**src/rtl/sm83_int_ctrl_if.sv**
```systemverilog
// Bus bundle between the sm83 control unit (master) and the interrupt
// controller (slave): register access, IME strobes, instruction boundary
// strobe and the dispatch handshake.
interface sm83_int_ctrl_if #(
  parameter int NUM_IRQS  = 8,
  parameter int WORD_SIZE = 8
);
  logic [NUM_IRQS-1:0]  irq;
  logic                 if_we;
  logic                 ie_we;
  logic [WORD_SIZE-1:0] din;
  logic [WORD_SIZE-1:0] if_dout;
  logic [WORD_SIZE-1:0] ie_dout;
  logic                 ei;
  logic                 di;
  logic                 reti;
  logic                 inst_end;
  logic                 int_pending;
  logic                 wake;
  logic                 entry_start;
  logic                 vec_rd;
  logic [WORD_SIZE-1:0] vector;
  logic [NUM_IRQS-1:0]  iack;
  logic                 busy;

  modport master (
    output irq, if_we, ie_we, din, ei, di, reti, inst_end, entry_start, vec_rd,
    input  if_dout, ie_dout, int_pending, wake, vector, iack, busy
  );

  modport slave (
    input  irq, if_we, ie_we, din, ei, di, reti, inst_end, entry_start, vec_rd,
    output if_dout, ie_dout, int_pending, wake, vector, iack, busy
  );
endinterface

```
**src/rtl/sm83_int_ctrl.sv**
```systemverilog
// sm83 interrupt controller: IF/IE/IME state with delayed EI, fixed-priority
// arbitration (index 0 highest), dispatch handshake with cancel-to-zero and
// HALT wake request.
// Optional macro SM83_INT_EDGE_EN: requests are rising edges of irq instead
// of levels.
module sm83_int_ctrl #(
  parameter int NUM_IRQS   = 8,
  parameter int WORD_SIZE  = 8,
  parameter int VEC_BASE   = 'h40,
  parameter int VEC_STRIDE = 8
) (
  input  logic             clk,
  input  logic             nreset,
  sm83_int_ctrl_if.slave   bus
);

  typedef enum logic [1:0] {IDLE = 2'd0, ENTRY = 2'd1, VEC = 2'd2} state_t;

  state_t               state, state_nxt;
  logic [NUM_IRQS-1:0]  if_r, ie_r, req, din_n, ie_eff, pend, ack_oh, clr;
  logic [WORD_SIZE-1:0] vec_sel, vector_r, if_rd, ie_rd;
  logic [NUM_IRQS-1:0]  iack_r;
  logic                 ime, ei_armed, ei_skip;
  logic                 entry_go, vec_go, busy_o;
  logic                 unused_din;

  // din bits beyond the source count carry nothing
  assign unused_din = ^bus.din;

  // Map the data bus onto the source vector and back for reads. Unused
  // IF bits read as 1 (as on the original part); unused IE bits read 0.
  for (genvar g = 0; g < NUM_IRQS; g++) begin : g_din
    if (g < WORD_SIZE) begin : g_on
      assign din_n[g] = bus.din[g];
    end else begin : g_off
      assign din_n[g] = 1'b0;
    end
  end

  for (genvar g = 0; g < WORD_SIZE; g++) begin : g_rd
    if (g < NUM_IRQS) begin : g_on
      assign if_rd[g] = if_r[g];
      assign ie_rd[g] = ie_r[g];
    end else begin : g_off
      assign if_rd[g] = 1'b1;
      assign ie_rd[g] = 1'b0;
    end
  end

`ifdef SM83_INT_EDGE_EN
  logic [NUM_IRQS-1:0] irq_q;

  // Previous irq sample for rising-edge detection
  always_ff @(posedge clk) begin
    if (!nreset) irq_q <= '0;
    else         irq_q <= bus.irq;
  end

  assign req = bus.irq & ~irq_q;
`else
  assign req = bus.irq;
`endif

  assign entry_go = (state == IDLE)  && bus.entry_start;
  assign vec_go   = (state == ENTRY) && bus.vec_rd;

  // An IE write coinciding with the final push is already visible to
  // arbitration, which lets the pushed IE cancel the dispatch.
  assign ie_eff = bus.ie_we ? din_n : ie_r;
  assign pend   = if_r & ie_eff;
  assign clr    = vec_go ? ack_oh : '0;

  // Fixed-priority pick: lowest set index wins, zero vector when nothing left
  always_comb begin
    ack_oh  = '0;
    vec_sel = '0;
    for (int i = NUM_IRQS - 1; i >= 0; i--) begin
      if (pend[i]) begin
        ack_oh  = NUM_IRQS'(1) << i;
        vec_sel = WORD_SIZE'(VEC_BASE + i * VEC_STRIDE);
      end
    end
  end

  // IF: set beats ack-clear beats software write, per bit
  always_ff @(posedge clk) begin
    if (!nreset) if_r <= '0;
    else         if_r <= req | (~clr & (bus.if_we ? din_n : if_r));
  end

  // IE: software write only
  always_ff @(posedge clk) begin
    if (!nreset)        ie_r <= '0;
    else if (bus.ie_we) ie_r <= din_n;
  end

  // IME with delayed EI: ei_skip marks that EI's own boundary is still to
  // come, so IME rises on the boundary after it. A second EI while armed
  // is ignored.
  always_ff @(posedge clk) begin
    if (!nreset) begin
      ime      <= 1'b0;
      ei_armed <= 1'b0;
      ei_skip  <= 1'b0;
    end else if (entry_go || bus.di) begin
      ime      <= 1'b0;
      ei_armed <= 1'b0;
      ei_skip  <= 1'b0;
    end else begin
      if (bus.reti) ime <= 1'b1;
      if (ei_armed) begin
        if (bus.inst_end) begin
          if (ei_skip) begin
            ei_skip <= 1'b0;
          end else begin
            ime      <= 1'b1;
            ei_armed <= 1'b0;
          end
        end
      end else if (bus.ei) begin
        ei_armed <= 1'b1;
        ei_skip  <= ~bus.inst_end;
      end
    end
  end

  // Dispatch FSM state register
  always_ff @(posedge clk) begin
    if (!nreset) state <= IDLE;
    else         state <= state_nxt;
  end

  // Dispatch FSM next state
  always_comb begin
    state_nxt = state;
    case (state)
      IDLE:    if (bus.entry_start) state_nxt = ENTRY;
      ENTRY:   if (bus.vec_rd)      state_nxt = VEC;
      VEC:                          state_nxt = IDLE;
      default:                      state_nxt = IDLE;
    endcase
  end

  // Dispatch FSM outputs
  always_comb begin
    busy_o = (state == ENTRY) || (state == VEC);
  end

  // Vector held until the next vec_rd; iack is a one-cycle pulse in VEC
  always_ff @(posedge clk) begin
    if (!nreset) begin
      vector_r <= '0;
      iack_r   <= '0;
    end else begin
      iack_r <= clr;
      if (vec_go) vector_r <= vec_sel;
    end
  end

  assign bus.if_dout     = if_rd;
  assign bus.ie_dout     = ie_rd;
  assign bus.wake        = |(if_r & ie_r);
  assign bus.int_pending = ime & (|(if_r & ie_r));
  assign bus.vector      = vector_r;
  assign bus.iack        = iack_r;
  assign bus.busy        = busy_o;

endmodule

```
**src/flat_wrapper.sv**
```systemverilog
// flat-port wrapper written by rule: the top's interface ports become plain ports
module sm83_int_ctrl_flat 
#(
  parameter int NUM_IRQS   = 8,
  parameter int WORD_SIZE  = 8,
  parameter int VEC_BASE   = 'h40,
  parameter int VEC_STRIDE = 8
)
  (clk, nreset, bus_irq, bus_if_we, bus_ie_we, bus_din, bus_ei, bus_di, bus_reti, bus_inst_end, bus_entry_start, bus_vec_rd, bus_if_dout, bus_ie_dout, bus_int_pending, bus_wake, bus_vector, bus_iack, bus_busy);
  sm83_int_ctrl_if #(.NUM_IRQS(NUM_IRQS), .WORD_SIZE(WORD_SIZE)) bus_i ();
  input  logic clk;
  input  logic nreset;
  input wire logic [$bits(bus_i.irq)-1:0] bus_irq;
  input wire logic [$bits(bus_i.if_we)-1:0] bus_if_we;
  input wire logic [$bits(bus_i.ie_we)-1:0] bus_ie_we;
  input wire logic [$bits(bus_i.din)-1:0] bus_din;
  input wire logic [$bits(bus_i.ei)-1:0] bus_ei;
  input wire logic [$bits(bus_i.di)-1:0] bus_di;
  input wire logic [$bits(bus_i.reti)-1:0] bus_reti;
  input wire logic [$bits(bus_i.inst_end)-1:0] bus_inst_end;
  input wire logic [$bits(bus_i.entry_start)-1:0] bus_entry_start;
  input wire logic [$bits(bus_i.vec_rd)-1:0] bus_vec_rd;
  output wire logic [$bits(bus_i.if_dout)-1:0] bus_if_dout;
  output wire logic [$bits(bus_i.ie_dout)-1:0] bus_ie_dout;
  output wire logic [$bits(bus_i.int_pending)-1:0] bus_int_pending;
  output wire logic [$bits(bus_i.wake)-1:0] bus_wake;
  output wire logic [$bits(bus_i.vector)-1:0] bus_vector;
  output wire logic [$bits(bus_i.iack)-1:0] bus_iack;
  output wire logic [$bits(bus_i.busy)-1:0] bus_busy;
  assign bus_i.irq = bus_irq;
  assign bus_i.if_we = bus_if_we;
  assign bus_i.ie_we = bus_ie_we;
  assign bus_i.din = bus_din;
  assign bus_i.ei = bus_ei;
  assign bus_i.di = bus_di;
  assign bus_i.reti = bus_reti;
  assign bus_i.inst_end = bus_inst_end;
  assign bus_i.entry_start = bus_entry_start;
  assign bus_i.vec_rd = bus_vec_rd;
  assign bus_if_dout = bus_i.if_dout;
  assign bus_ie_dout = bus_i.ie_dout;
  assign bus_int_pending = bus_i.int_pending;
  assign bus_wake = bus_i.wake;
  assign bus_vector = bus_i.vector;
  assign bus_iack = bus_i.iack;
  assign bus_busy = bus_i.busy;
  sm83_int_ctrl #(.NUM_IRQS(NUM_IRQS), .WORD_SIZE(WORD_SIZE), .VEC_BASE(VEC_BASE), .VEC_STRIDE(VEC_STRIDE)) u_core (.clk(clk), .nreset(nreset), .bus(bus_i));
endmodule
```
**config.mk**
```make
export PLATFORM = sky130hd
export DESIGN_NAME = sm83_int_ctrl_flat
export DESIGN_NICKNAME = d
export VERILOG_FILES = /design/src/rtl/sm83_int_ctrl_if.sv /design/src/rtl/sm83_int_ctrl.sv /design/src/flat_wrapper.sv
export SDC_FILE = /design/constraint.sdc
export NUM_CORES = 1
export LEC_CHECK = 0
export CORE_AREA = 2 2 64 66
export DETAILED_ROUTE_END_ITERATION = 8
export DIE_AREA = 0 0 66 68
export PLACE_DENSITY = 0.87
export SLEW_MARGIN = 10
export SYNTH_ARGS = -nofsm -noshare
export SYNTH_HDL_FRONTEND = slang
export SYNTH_SLANG_ARGS = --single-unit
```
**constraint.sdc**
```tcl
create_clock -name clk -period 2.7 [get_ports clk]
set_input_delay 0.81 -clock clk [delete_from_list [all_inputs] [get_ports clk]]
set_output_delay 0.81 -clock clk [all_outputs]
set_load 0.02 [all_outputs]
```
* Word-level counts from Yosys, hierarchy flattened
Index checks and enable logic that the tools add are counted.
** Operators by class
- Equal/unequal tests :: 5
- Multiplexer cells :: 33
- Bitwise operators :: 8
- Reductions and logical operators :: 10
** Operator list (count)
- 8-bit two-way mux :: 11
- 7-bit two-way mux :: 8
- 8-bit AND :: 3
- 1-bit two-way mux :: 11
- 8-bit NOT :: 1
- 8-bit bitwise OR :: 1
- 8-bit OR reduction :: 1
- 2-bit != test (second input constant) :: 3
- 2-bit two-way mux :: 2
- 2-bit case mux with 2 select lines :: 1
- 2-bit AND reduction :: 2
- 2-bit by 1-bit equality test with 1-bit output (second input constant) :: 1
- 2-bit equality test (second input constant) :: 1
- 1-bit logical AND :: 2
- 2-bit zero test :: 1
- 1-bit logical OR :: 2
- 1-bit NOT :: 2
- 2-bit nonzero test :: 1
- 2-bit OR reduction :: 1
- 1-bit AND :: 1
** Storage, ports and cells
- Bits in registers :: 37
- Output and inout port bits :: 35
- Word-level logic and storage cells :: 64
- Input port bits :: 26

* Depth between registers and ports, before layout
Gate-level depths: netlist of run 1.
- Depth after elaboration :: 14
- Mapped depth :: 6

* Least setup slack after synthesis of run 1
OpenSTA, ideal clock, no wires.
- Path type :: input -> register
- Start :: in bus_ie_we
- End :: reg u_core.iack_r[6], in the netlist u_core.bus.iack[6]
- Arrival time :: 2064 ps
- Library setup time :: 73 ps
- Buffers on the path :: 1
- Path slack :: 564 ps
- Stages :: 5
- Cell sequence :: buf_6 mux2_4 a221oi_4 nor4b_4 nor3b_2
** Between the ends
- Word-level cells in the longest chain between the ends :: 10
** Ends and longest elaborated chain
- start: declaration :: RTL line flat_wrapper.sv:15 : input wire logic [$bits(bus_i.ie_we)-1:0] bus_ie_we;
- 8-bit two-way mux * :: RTL line sm83_int_ctrl.sv:69 : assign ie_eff = bus.ie_we ? din_n : ie_r;
- 8-bit AND * :: RTL line sm83_int_ctrl.sv:70 : assign pend = if_r & ie_eff;
- 8-bit two-way mux (6 in a row) :: RTL line sm83_int_ctrl.sv:78 : if (pend[i]) begin
- 8-bit two-way mux * :: RTL line sm83_int_ctrl.sv:78
- 8-bit two-way mux * :: RTL line sm83_int_ctrl.sv:71 : assign clr = vec_go ? ack_oh : '0;
- end signal: assignment :: RTL line sm83_int_ctrl.sv:155 : iack_r <= clr;
- end: declaration :: RTL line sm83_int_ctrl.sv:22 : logic [NUM_IRQS-1:0] iack_r;
Mark *: on every way between the ends. The rest lies on a longest branch, timed or not.
A chain may end at the register's enable or synchronous reset.

* Worst setup path after layout of run 1
- Start :: reg u_core.if_r[6], in the netlist u_core.bus.if_dout[6]
- End :: out bus_int_pending
** Between the ends
- Word-level cells in the longest chain between the ends :: 3
** Ends and longest elaborated chain
- start: declaration :: RTL line sm83_int_ctrl.sv:20 : logic [NUM_IRQS-1:0] if_r, ie_r, req, din_n, ie_eff, pend, ack_oh, clr;
- start signal: assignment :: RTL line sm83_int_ctrl.sv:88 : else if_r <= req | (~clr & (bus.if_we ? din_n : if_r));
- 8-bit AND :: RTL line sm83_int_ctrl.sv:163 : assign bus.int_pending = ime & (|(if_r & ie_r));
- 8-bit OR reduction :: RTL line sm83_int_ctrl.sv:163
- 1-bit AND :: RTL line sm83_int_ctrl.sv:163
- end: declaration :: RTL line flat_wrapper.sv:25 : output wire logic [$bits(bus_i.int_pending)-1:0] bus_int_pending;
No other way between the ends.

==> out/metrics.yaml, run 1 <==
floorplanning:
  fp.dieH_um: 68
  rows: 23
  core_um2: 3860
  pin_count: 61
  die-area_um2: 4490
  start_util: 0.408
  die_w_um: 66
synthesis:
  ys_async_sr_fraction: 0
  synth_warnings: 0
  syn-cell-area_um2: 1570
  ys_seq_area_frac: 0.420
  avgSynthCellArea_um2: 9.52
  synth_seq_cells: 33
  synth_edf_count: 0
  syn_inst: 165
  synth_ff_type: "dfxtp_1"
  synth_cell_types: 41
sta:
  finalSetupViolCount: 0
  drv_slew: 0
  clock_skew_ps: 3.53
  fmax_mhz: 387
  rsz0062_at_grt: "false"
  worst_slack_ps: 115
  final-hold-violation-count: 0
  min_period_over_period: 0.957
  holdWs_ps: 469
  min_period_ps: 2580
  tns_ps: 0
routing:
  vias: 1442
  detail_route.wl_per_cell_um: 13.6
  route.detailed.drc: 0
  wl_um: 3920
  drt_iter0_drc: 55
  antenna_left: 0
  dr.pass1.iters: 4
  routed_via_density: 5.01
layout:
  drive_gt1_frac: 0.151
  antenna_cells: 0
  final_cells: 288
  layout_common_cells: "clkdlybuf4s50_1 (56), dfxtp_1 (33), nor2_1 (18)"
  n_fill_cell: 350
  seq_area_um2: 661
  multi_input_area_um2: 825
  nets: 267
  synthToLayoutAreaGrowth_pct: 49.0
  layout_commonest_cell: "clkdlybuf4s50_1"
clock_network:
  cts_resized: 0
  cts.sinks: 33
  cts_root_buf: "clkbuf_8"
  clock_latency_ps: 280
  clockBufferDepth: 2
  clk_pin_slew_ps: 60
  cts_setup_buffers: 0
  cts_tree: "yes"
  cts_hold_buffers: 0
  cts_buffers: 5
  htree_levels: 2
critical_path:
  cp.arrival_ps: 1770
  crit_start: "u_core.bus.if_dout[6]"
  cp.required_ps: 1890
  cp_max_fo: 6
  worstSetupPathType: "flip-flop to primary output"
  rr_startpoint: "u_core.state[1]"
  setup.worst_path.start_class: "flip-flop"
  end_kind: "primary output"
placed_design:
  dp_hpwl_um: 3130
  pre_cts_slack_ps: -74.5
  portBuffers: 56
  dp_cells: 280
  gp_congestion: 0.889
global_routing:
  overflow: 0
  antenna_found_initial: 0
  grt_pass1_wl_um: 6140
  use_met1: 0.213
  use_met2: 0.324
  track_usage: 0.185
  grt.met3_usage: 0.0526
  grt_busiest_layer: "met2"
  grt_pass1_vias: 1339
  grt_max_degree: 13
power:
  ir_drop_mv: 0.343
  p_per_area_nw_per_um2: 544
  p_leak_nw: 0.967
hold_path:
  min_from: "u_core.ime"
  min_path_type: "flip-flop to flip-flop"
job:
  timing.max_cap.violations: 0
outcome:
  status: "finished clean"
==> stage by stage <==
stage / area, µm² / total power (W) / util
after floorplan: 1580 / 0.000773 / -
after global placement: 2260 / 0.000923 / 0.587
after detailed placement: 2260 / 0.000933 / 0.587
after CTS: 2340 / 0.00129 / 0.607
after global routing: 2340 / 0.00134 / 0.607
final: 2340 / 0.00127 / 0.607
==> area by class of cell <==
cell class | instances | area share
Multi-Input combinational cell | 115 | 0.352
Timing Repair Buffer | 71 | 0.287
Sequential cell | 33 | 0.282
Clock buffer | 8 | 0.0342
Tap cell | 50 | 0.0267
Inverter | 11 | 0.0176
==> report_power, final <==
| part | switching (W) | internal [W] | leakage, nW |
|---|---|---|---|
| Clock | 0.000170 | 0.000183 | 0.0395 |
| Sequential | 0.0000283 | 0.000521 | 0.271 |
| Combinational | 0.000183 | 0.000188 | 0.656 |
| Total | 0.000381 | 0.000893 | 0.967 |
==> logic make-up after synthesis <==
| group | synth area share |
|---|---|
| adder cells (fa/ha/maj) | 0.0318 |
| AND/OR/NAND/NOR | 0.187 |
| multiplexers | 0.126 |
| buffers and inverters | 0.0621 |
| other | 0.00239 |
| AO/OA/AOI/OAI | 0.170 |
| flip-flops | 0.420 |
==> worst paths after layout <==
path,cells past startpoint,slack [ps],to
setup / recovery,4,120,bus_int_pending
hold / removal,2,470,u_core.ime
setup reg to reg,6,900,u_core.bus.iack[6]
hold reg to reg,2,470,u_core.ime
==> Yosys cell counts (2+ instances only) <==
master    instances  area share
a21oi_1           6       0.019
a22oi_1           5       0.024
a31oi_1           3       0.012
and2_1            9       0.036
and3_1            4       0.016
buf_4             4       0.019
clkbuf_1          4      0.0096
dfxtp_1          33        0.42
ha_1              4       0.032
inv_1            11       0.026
mux2_2            6       0.043
mux2_4            2       0.019
mux2i_1          10       0.064
nand2_1           7       0.017
nand2b_1          2      0.0080
nand3_1           2      0.0064
nor2_1           18       0.043
nor2b_1           2      0.0080
nor3_1            3      0.0096
o21a_1            2      0.0096
o21ai_0           7       0.022
o22ai_1           2      0.0080
==> layer usage <==
layer / wire length, µm / vias to the layer above
met5: 0 / -
met4: 48 / 0
met3: 223 / 5
met2: 1980 / 42
met1: 1670 / 677
li1: - / 718
==> worst max-delay path: stages, from the launching register on <==
cell and delay (ps):
dfxtp_1 350, a22oi_1 260, nand4_1 170, and2_1 180, clkdlybuf4s50_1 530
==> registers in the layout, indices dropped and copies added (netlist names) <==
name / count
u_core.ei_skip: 1
u_core.bus.vector: 4
u_core.ime: 1
u_core.bus.ie_dout: 8
u_core.ei_armed: 1
u_core.state: 2
u_core.bus.if_dout: 8
u_core.bus.iack: 8
Note: power is estimated with default switching activity, not from simulation.
==> inputs of run 2 (changes only) <==
--- a/config.mk
+++ b/config.mk
@@ -5,10 +5,12 @@
 export SDC_FILE = /design/constraint.sdc
 export NUM_CORES = 1
 export LEC_CHECK = 0
-export CORE_AREA = 2 2 64 66
+export ABC_CLOCK_PERIOD_IN_PS = 2700
+export CORE_AREA = 5 5 67 69
 export DETAILED_ROUTE_END_ITERATION = 8
-export DIE_AREA = 0 0 66 68
+export DIE_AREA = 0 0 72 74
 export PLACE_DENSITY = 0.87
+export REMOVE_ABC_BUFFERS = 1
 export SLEW_MARGIN = 10
 export SYNTH_ARGS = -nofsm -noshare
 export SYNTH_HDL_FRONTEND = slang
==> run 2 against run 1 <==
Net effect: die area is 19% higher; critical path depth stayed put; combinational power shrank 2%; first-iteration DRC count grew 27%; sequential share of layout area barely moved; power grew 8.9%; clock power increased by 33%; sequential power up 0.7%; core utilization is essentially flat; global-route usage down 2.0 points; fmax is 0.68% lower; worst setup slack worse by 18 ps; critical endpoint unchanged; largest power group unchanged.
==> out/metrics.yaml, run 2 (synthesis results as in run 1) <==
outcome:
  status: "finished clean"
floorplanning:
  pin_count: 61  # unchanged
  core_um2: 3860  # unchanged
  die_w_um: 72  # +9.1%
  die-area_um2: 5330  # +19%
  rows: 23  # unchanged
  start_util: 0.408  # unchanged
  fp.dieH_um: 74  # +8.8%
layout:
  antenna_cells: 0  # unchanged
  nets: 260  # -2.6%
  drive_gt1_frac: 0.139  # -0.0127
  post-route-util: 0.608  # about the same
  layout_commonest_cell: "clkdlybuf4s50_1"
  synthToLayoutAreaGrowth_pct: 49.1  # about the same
  layout_common_cells: "clkdlybuf4s50_1 (56), dfxtp_1 (33), nor2_1 (18)"
power:
  switchingPower_w: 0.000383  # +0.51%
  p_per_area_nw_per_um2: 592  # +8.9%
  combinationalPowerShare: 0.262  # -0.029
  ir_drop_mv: 0.353  # +3.0%
  pwr-share-seq: 0.399  # -0.032
  p_leak_nw: 0.956  # -1.1%
  internal_power_w: 0.00100  # +13%
  p_clk_frac: 0.339  # +0.062
  total_power_w: 0.00139  # +8.9%
  switching_share: 0.276  # -0.0231
sta:
  worst_slack_ps: 97.4  # -17.6 ps
  drv_slew: 0  # unchanged
  holdWs_ps: 471  # +1.75 ps
  fmax_mhz: 384  # -0.68%
  finalSetupViolCount: 0  # unchanged
  min_period_over_period: 0.964  # +0.00654
  min_period_ps: 2600  # +17.6 ps
  rsz0062_at_grt: "false"
  final-hold-violation-count: 0  # unchanged
  clock_skew_ps: 6.67  # +3.13 ps
clock_network:
  cts_root_buf: "clkbuf_8"
  clk_pin_slew_ps: 60  # about the same
  cts.sinks: 33  # unchanged
  cts_buffers: 5  # unchanged
  cts_hold_buffers: 0  # unchanged
  cts_tree: "yes"
  htree_levels: 2  # unchanged
  clockBufferDepth: 2  # unchanged
  clock_latency_ps: 280  # about the same
global_routing:
  track_usage: 0.165  # -0.0199
  grt_pass1_wl_um: 6660  # +8.4%
  antenna_found_initial: 0  # unchanged
  grt_max_degree: 15  # +2
  grt_pass1_vias: 1439  # +7.5%
  overflow: 0  # unchanged
placed_design:
  pre_cts_slack_ps: -33.3  # +41.2 ps
  gp_congestion: 0.808  # -9.1%
  portBuffers: 56  # unchanged
  dp_hpwl_um: 3270  # +4.3%
routing:
  detail_route.wl_per_cell_um: 15.0  # +10%
  vias: 1406  # -2.5%
  route.detailed.drc: 0  # unchanged
  dr.pass1.iters: 4  # unchanged
  routed_via_density: 5.00  # about the same
  drt_iter0_drc: 70  # +27%
  wl_um: 4210  # +7.5%
  antenna_left: 0  # unchanged
job:
  timing.max_cap.violations: 0  # unchanged
critical_path:
  crit_buf_inv: 1  # unchanged
  end_kind: "primary output"
  cp.arrival_ps: 1790  # +20 ps
  setup.worst_path.start_class: "flip-flop"
  worstSetupPathType: "flip-flop to primary output"
  path_cells: "a22oi_1, nand4_1, and2_1, clkdlybuf4s50_1"
  cpPeakStageDelay_ps: 600  # +70 ps
  cp_slowest_cell: "clkdlybuf4s50_1"
  cp_max_fo: 7  # +1
  crit_family: "buffers and inverters"
  cp.required_ps: 1890  # about the same
hold_path:
  min_path_type: "flip-flop to flip-flop"
## run 2: cell count changes in the layout (fill, tap and decap cells not counted), sizes merged
cell    before  now
clkbuf       8    7
bufinv       0    1
buf         15    8
## run 2: layout make-up
| type | count | area (µm²) |
|---|---|---|
| Tap cell | 50 | 62.6 |
| Inverter | 11 | 41.3 |
| Clock buffer | 7 | 86.3 |
| Clock inverter | 1 | 30.0 |
| Fill cell | 353 | 1510 |
| Sequential cell | 33 | 661 |
| Multi-Input combinational cell | 115 | 830 |
| Timing Repair Buffer | 64 | 633 |
## run 2: metal layers
metal | part of all wire | vias up | track usage
met5 | 0 | - | 0
met4 | 0.016 | 0 | 0.0793
met3 | 0.10 | 4 | 0.0595
met2 | 0.47 | 59 | 0.269
met1 | 0.42 | 639 | 0.194
li1 | - | 704 | -
## run 2: worst min-delay path: stages, from the launching register on
cell,delay (ps)
dfxtp_1,310
nand3_1,60
o21ai_1,60
## run 2: final timing paths
kind / startpoint / end / slack, ps / cells past startpoint
max: u_core.bus.if_dout[0] / bus_int_pending / 100 / 4
min: u_core.bus.vector[4] / u_core.bus.vector[4] / 470 / 2
max reg2reg: u_core.state[1] / u_core.bus.if_dout[1] / 990 / 6
min reg2reg: u_core.bus.vector[4] / u_core.bus.vector[4] / 470 / 2
## run 2: power by group through the flow
stage               clock network (W)  logic (W)  registers (W)
CTS                          0.000481   0.000366       0.000554
detailed placement                  0   0.000363       0.000564
global placement                    0   0.000355       0.000563
global route                 0.000500   0.000397       0.000560
floorplan                           0   0.000174       0.000586
finish                       0.000470   0.000364       0.000554
## run 2: metrics by stage
step	std cells	TNS (ps)	area, µm²
4_1_cts	281	0	2340
3_3_place_gp	273	0	2220
6_report	281	0	2340
5_1_grt	281	0	2340
3_5_place_dp	273	-45.4	2220
2_1_floorplan	159	0	1530
## run 2: repair_timing
action                     CTS  global route
setup endpoints to repair    0             1
resized for setup            0             1
buffers inserted             0             0
==> inputs of run 3 (changes only) <==
--- a/config.mk
+++ b/config.mk
@@ -5,13 +5,15 @@
 export SDC_FILE = /design/constraint.sdc
 export NUM_CORES = 1
 export LEC_CHECK = 0
+export ABC_AREA = 1
 export ABC_CLOCK_PERIOD_IN_PS = 2700
 export CORE_AREA = 5 5 67 69
 export DETAILED_ROUTE_END_ITERATION = 8
 export DIE_AREA = 0 0 72 74
-export PLACE_DENSITY = 0.87
+export PLACE_DENSITY = 0.78
 export REMOVE_ABC_BUFFERS = 1
 export SLEW_MARGIN = 10
 export SYNTH_ARGS = -nofsm -noshare
 export SYNTH_HDL_FRONTEND = slang
 export SYNTH_SLANG_ARGS = --single-unit
+export TNS_END_PERCENT = 5
==> run 3 against run 2 <==
Net effect: first-iteration DRC count shrank 11%; combinational power grew 9.6%; worst hold slack lost 2.6 ps; fmax grew 5.6%; synthesized cell count grew 42%.
==> out/metrics.yaml, run 3 <==
outcome:
  status: "finished clean"
layout:
  nets: 325  # +25%
  layout_common_cells: "clkdlybuf4s50_1 (55), nand2_1 (45), inv_1 (43)"
  layout_commonest_cell: "clkdlybuf4s50_1"
  n_fill_cell: 354  # +0.28%
  drive_gt1_frac: 0.101  # -0.0372
  synthToLayoutAreaGrowth_pct: 42.9
  antenna_cells: 0  # unchanged
clock_network:
  cts_root_buf: "clkbuf_8"
  cts_buffers: 5  # unchanged
  cts_setup_buffers: 0  # unchanged
  cts.sinks: 33  # unchanged
  clock_latency_ps: 280  # about the same
  cts_resized: 0  # unchanged
  cts_hold_buffers: 0  # unchanged
  htree_levels: 2  # unchanged
  clk_pin_slew_ps: 60  # about the same
  clockBufferDepth: 2  # unchanged
  cts_tree: "yes"
synthesis:
  synth_edf_count: 0  # unchanged
  yosys.area.top_type: "dfxtp_1"
  synth_cell_types: 25  # -39%
  yosysTopAreaCellShare: 0.404  # -0.0161
  synth_most_common_cell: "nand2_1"
  ys_async_sr_fraction: 0  # unchanged
  synth_area_leaders: "dfxtp_1 (40%), nand2_1 (10%), inv_1 (9.9%), nor2_1 (7.6%), a21oi_1 (5.5%)"
  syn-cell-area_um2: 1630  # +4.0%
  synth_seq_cells: 33  # unchanged
  ys_seq_area_frac: 0.404  # -0.0161
  avgSynthCellArea_um2: 6.95  # -27%
  synth_warnings: 0  # unchanged
  syn_inst: 235  # +42%
  synth_ff_type: "dfxtp_1"
  synth_commonest_cells: "nand2_1 (45), inv_1 (43), dfxtp_1 (33), nor2_1 (33), a21oi_1 (18)"
sta:
  holdWs_ps: 468  # -2.64 ps
  fmax_mhz: 406  # +5.6%
  finalSetupViolCount: 0  # unchanged
  min_period_over_period: 0.912  # -0.0515
  min_period_ps: 2460  # -139 ps
  relSlewSlack: 0.648
  final-hold-violation-count: 0  # unchanged
  rsz0062_at_grt: "false"
  tightest_slew_ps: 526
  drv_slew: 0  # unchanged
  tns_ps: 0  # unchanged
  clock_skew_ps: 2.84  # -3.83 ps
critical_path:
  rr_startpoint: "u_core.state[1]"
  cp.required_ps: 1890  # about the same
  end_kind: "primary output"
  cp_max_fo: 3  # -4
  setup.worst_path.start_class: "flip-flop"
  worstSetupPathType: "flip-flop to primary output"
  timing.reg2reg.setup_slack_ps: 1140  # +150 ps
  reg2reg_depth: 9  # +3
  r2r-end: "u_core.bus.if_dout[1]"
  cp.arrival_ps: 1650  # -140 ps
power:
  p_clk_frac: 0.298  # -0.041
  combinationalPowerShare: 0.294  # +0.032
  ir_drop_mv: 0.371  # +4.9%
  pwr-share-seq: 0.407  # +0.008
  p_per_area_nw_per_um2: 581  # -1.9%
  p_leak_nw: 1.11  # +16%
  total_power_w: 0.00136  # -2.3%
  switchingPower_w: 0.000425  # +11%
  switching_share: 0.313  # +0.0373
  internal_power_w: 0.000931  # -7.3%
hold_path:
  hold_depth: 2  # unchanged
  min_path_type: "flip-flop to flip-flop"
  holdPathEnd: "u_core.bus.vector[5]"
  min_from: "u_core.bus.vector[5]"
global_routing:
  grt_pass1_wl_um: 6640  # -0.32%
  track_usage: 0.160  # -0.00493
  grt_max_degree: 21  # +6
  antenna_found_initial: 0  # unchanged
  grt_pass1_vias: 1572  # +9.2%
  overflow: 0  # unchanged
placed_design:
  gp_congestion: 0.877  # +8.6%
  dp_hpwl_um: 3160  # -3.5%
  portBuffers: 56  # unchanged
routing:
  dr.pass1.iters: 4  # unchanged
  route.detailed.drc: 0  # unchanged
  detail_route.wl_per_cell_um: 11.6  # -23%
  drt_iter0_drc: 62  # -11%
  antenna_left: 0  # unchanged
  routed_via_density: 4.68  # -6.4%
  wl_um: 4000  # -4.9%
  vias: 1621  # +15%
floorplanning:
  start_util: 0.424  # +0.0162
  die_w_um: 72  # unchanged
  fp.dieH_um: 74  # unchanged
  rows: 23  # unchanged
  core_um2: 3860  # unchanged
  pin_count: 61  # unchanged
  die-area_um2: 5330  # unchanged
job:
  timing.max_cap.violations: 0  # unchanged
-- run 3: power groups by stage --
stage / clock [W] / combinational [W] / sequential [W]
CTS: 0.000417 / 0.000403 / 0.000552
detailed placement: 0 / 0.000400 / 0.000563
global placement: 0 / 0.000394 / 0.000560
global route: 0.000438 / 0.000442 / 0.000558
floorplan: 0 / 0.000206 / 0.000591
finish: 0.000405 / 0.000399 / 0.000552
-- run 3: per-layer routing --
metal / GRT usage / vias up / share of wire
li1: - / 834 / -
met3: 0.0554 / 6 / 0.075
met5: 0 / - / 0
met4: 0.0564 / 0 / 0.014
met1: 0.186 / 727 / 0.42
met2: 0.277 / 54 / 0.49
-- run 3: final cells by class --
class / count / area [µm²] / area share
clock inverters: 1 / 5.00 / 0.00214
repair buffers: 58 / 578 / 0.248
flip-flops and latches: 33 / 661 / 0.283
well taps: 50 / 62.6 / 0.0268
multi-input cells: 150 / 748 / 0.320
inverters: 47 / 184 / 0.0788
clock buffers: 7 / 96.3 / 0.0413
-- run 3: worst max path at each step --
stage | end | cells after the start | startpoint | slack, ps
final | bus_wake | 5 | u_core.bus.if_dout[5] | 240
after global routing | bus_wake | 5 | u_core.bus.if_dout[5] | 140
after CTS | bus_int_pending | 5 | u_core.bus.if_dout[5] | 50
after detailed placement | u_core.bus.vector[4] | 9 | bus_ie_we | 390
after global placement | bus_int_pending | 5 | u_core.bus.if_dout[5] | 390
after floorplan | bus_int_pending | 4 | u_core.bus.if_dout[6] | 630
-- run 3: stage by stage --
stage | cells | utilization | cell area (µm²) | worst slack, ps
after floorplan | 230 | - | 1590 | 635
after global placement | 338 | 0.579 | 2230 | 392
after detailed placement | 338 | 0.579 | 2230 | 391
after CTS | 346 | 0.605 | 2330 | 47.9
after global routing | 346 | 0.605 | 2330 | 142
final | 346 | 0.605 | 2330 | 236
-- run 3: worst max-delay path, cell delays in order (launching register included) --
cell and delay (ps):
dfxtp_1 380, inv_1 70, o22ai_1 150, nor2_1 90, nand2_1 70, clkdlybuf4s50_1 600
-- run 3: cells by family (layout without fill, tap and decap cells) --
kind of cell / Yosys count / count (layout) / synth area share
DFF: 33 / 33 / 0.404
other: 1 / 4 / 0.00229
AOI/OAI and AO/OA: 38 / 38 / 0.123
and+or+nand+nor: 104 / 104 / 0.295
adders and majority gates: 4 / 4 / 0.0306
buffers and inverters: 55 / 113 / 0.145
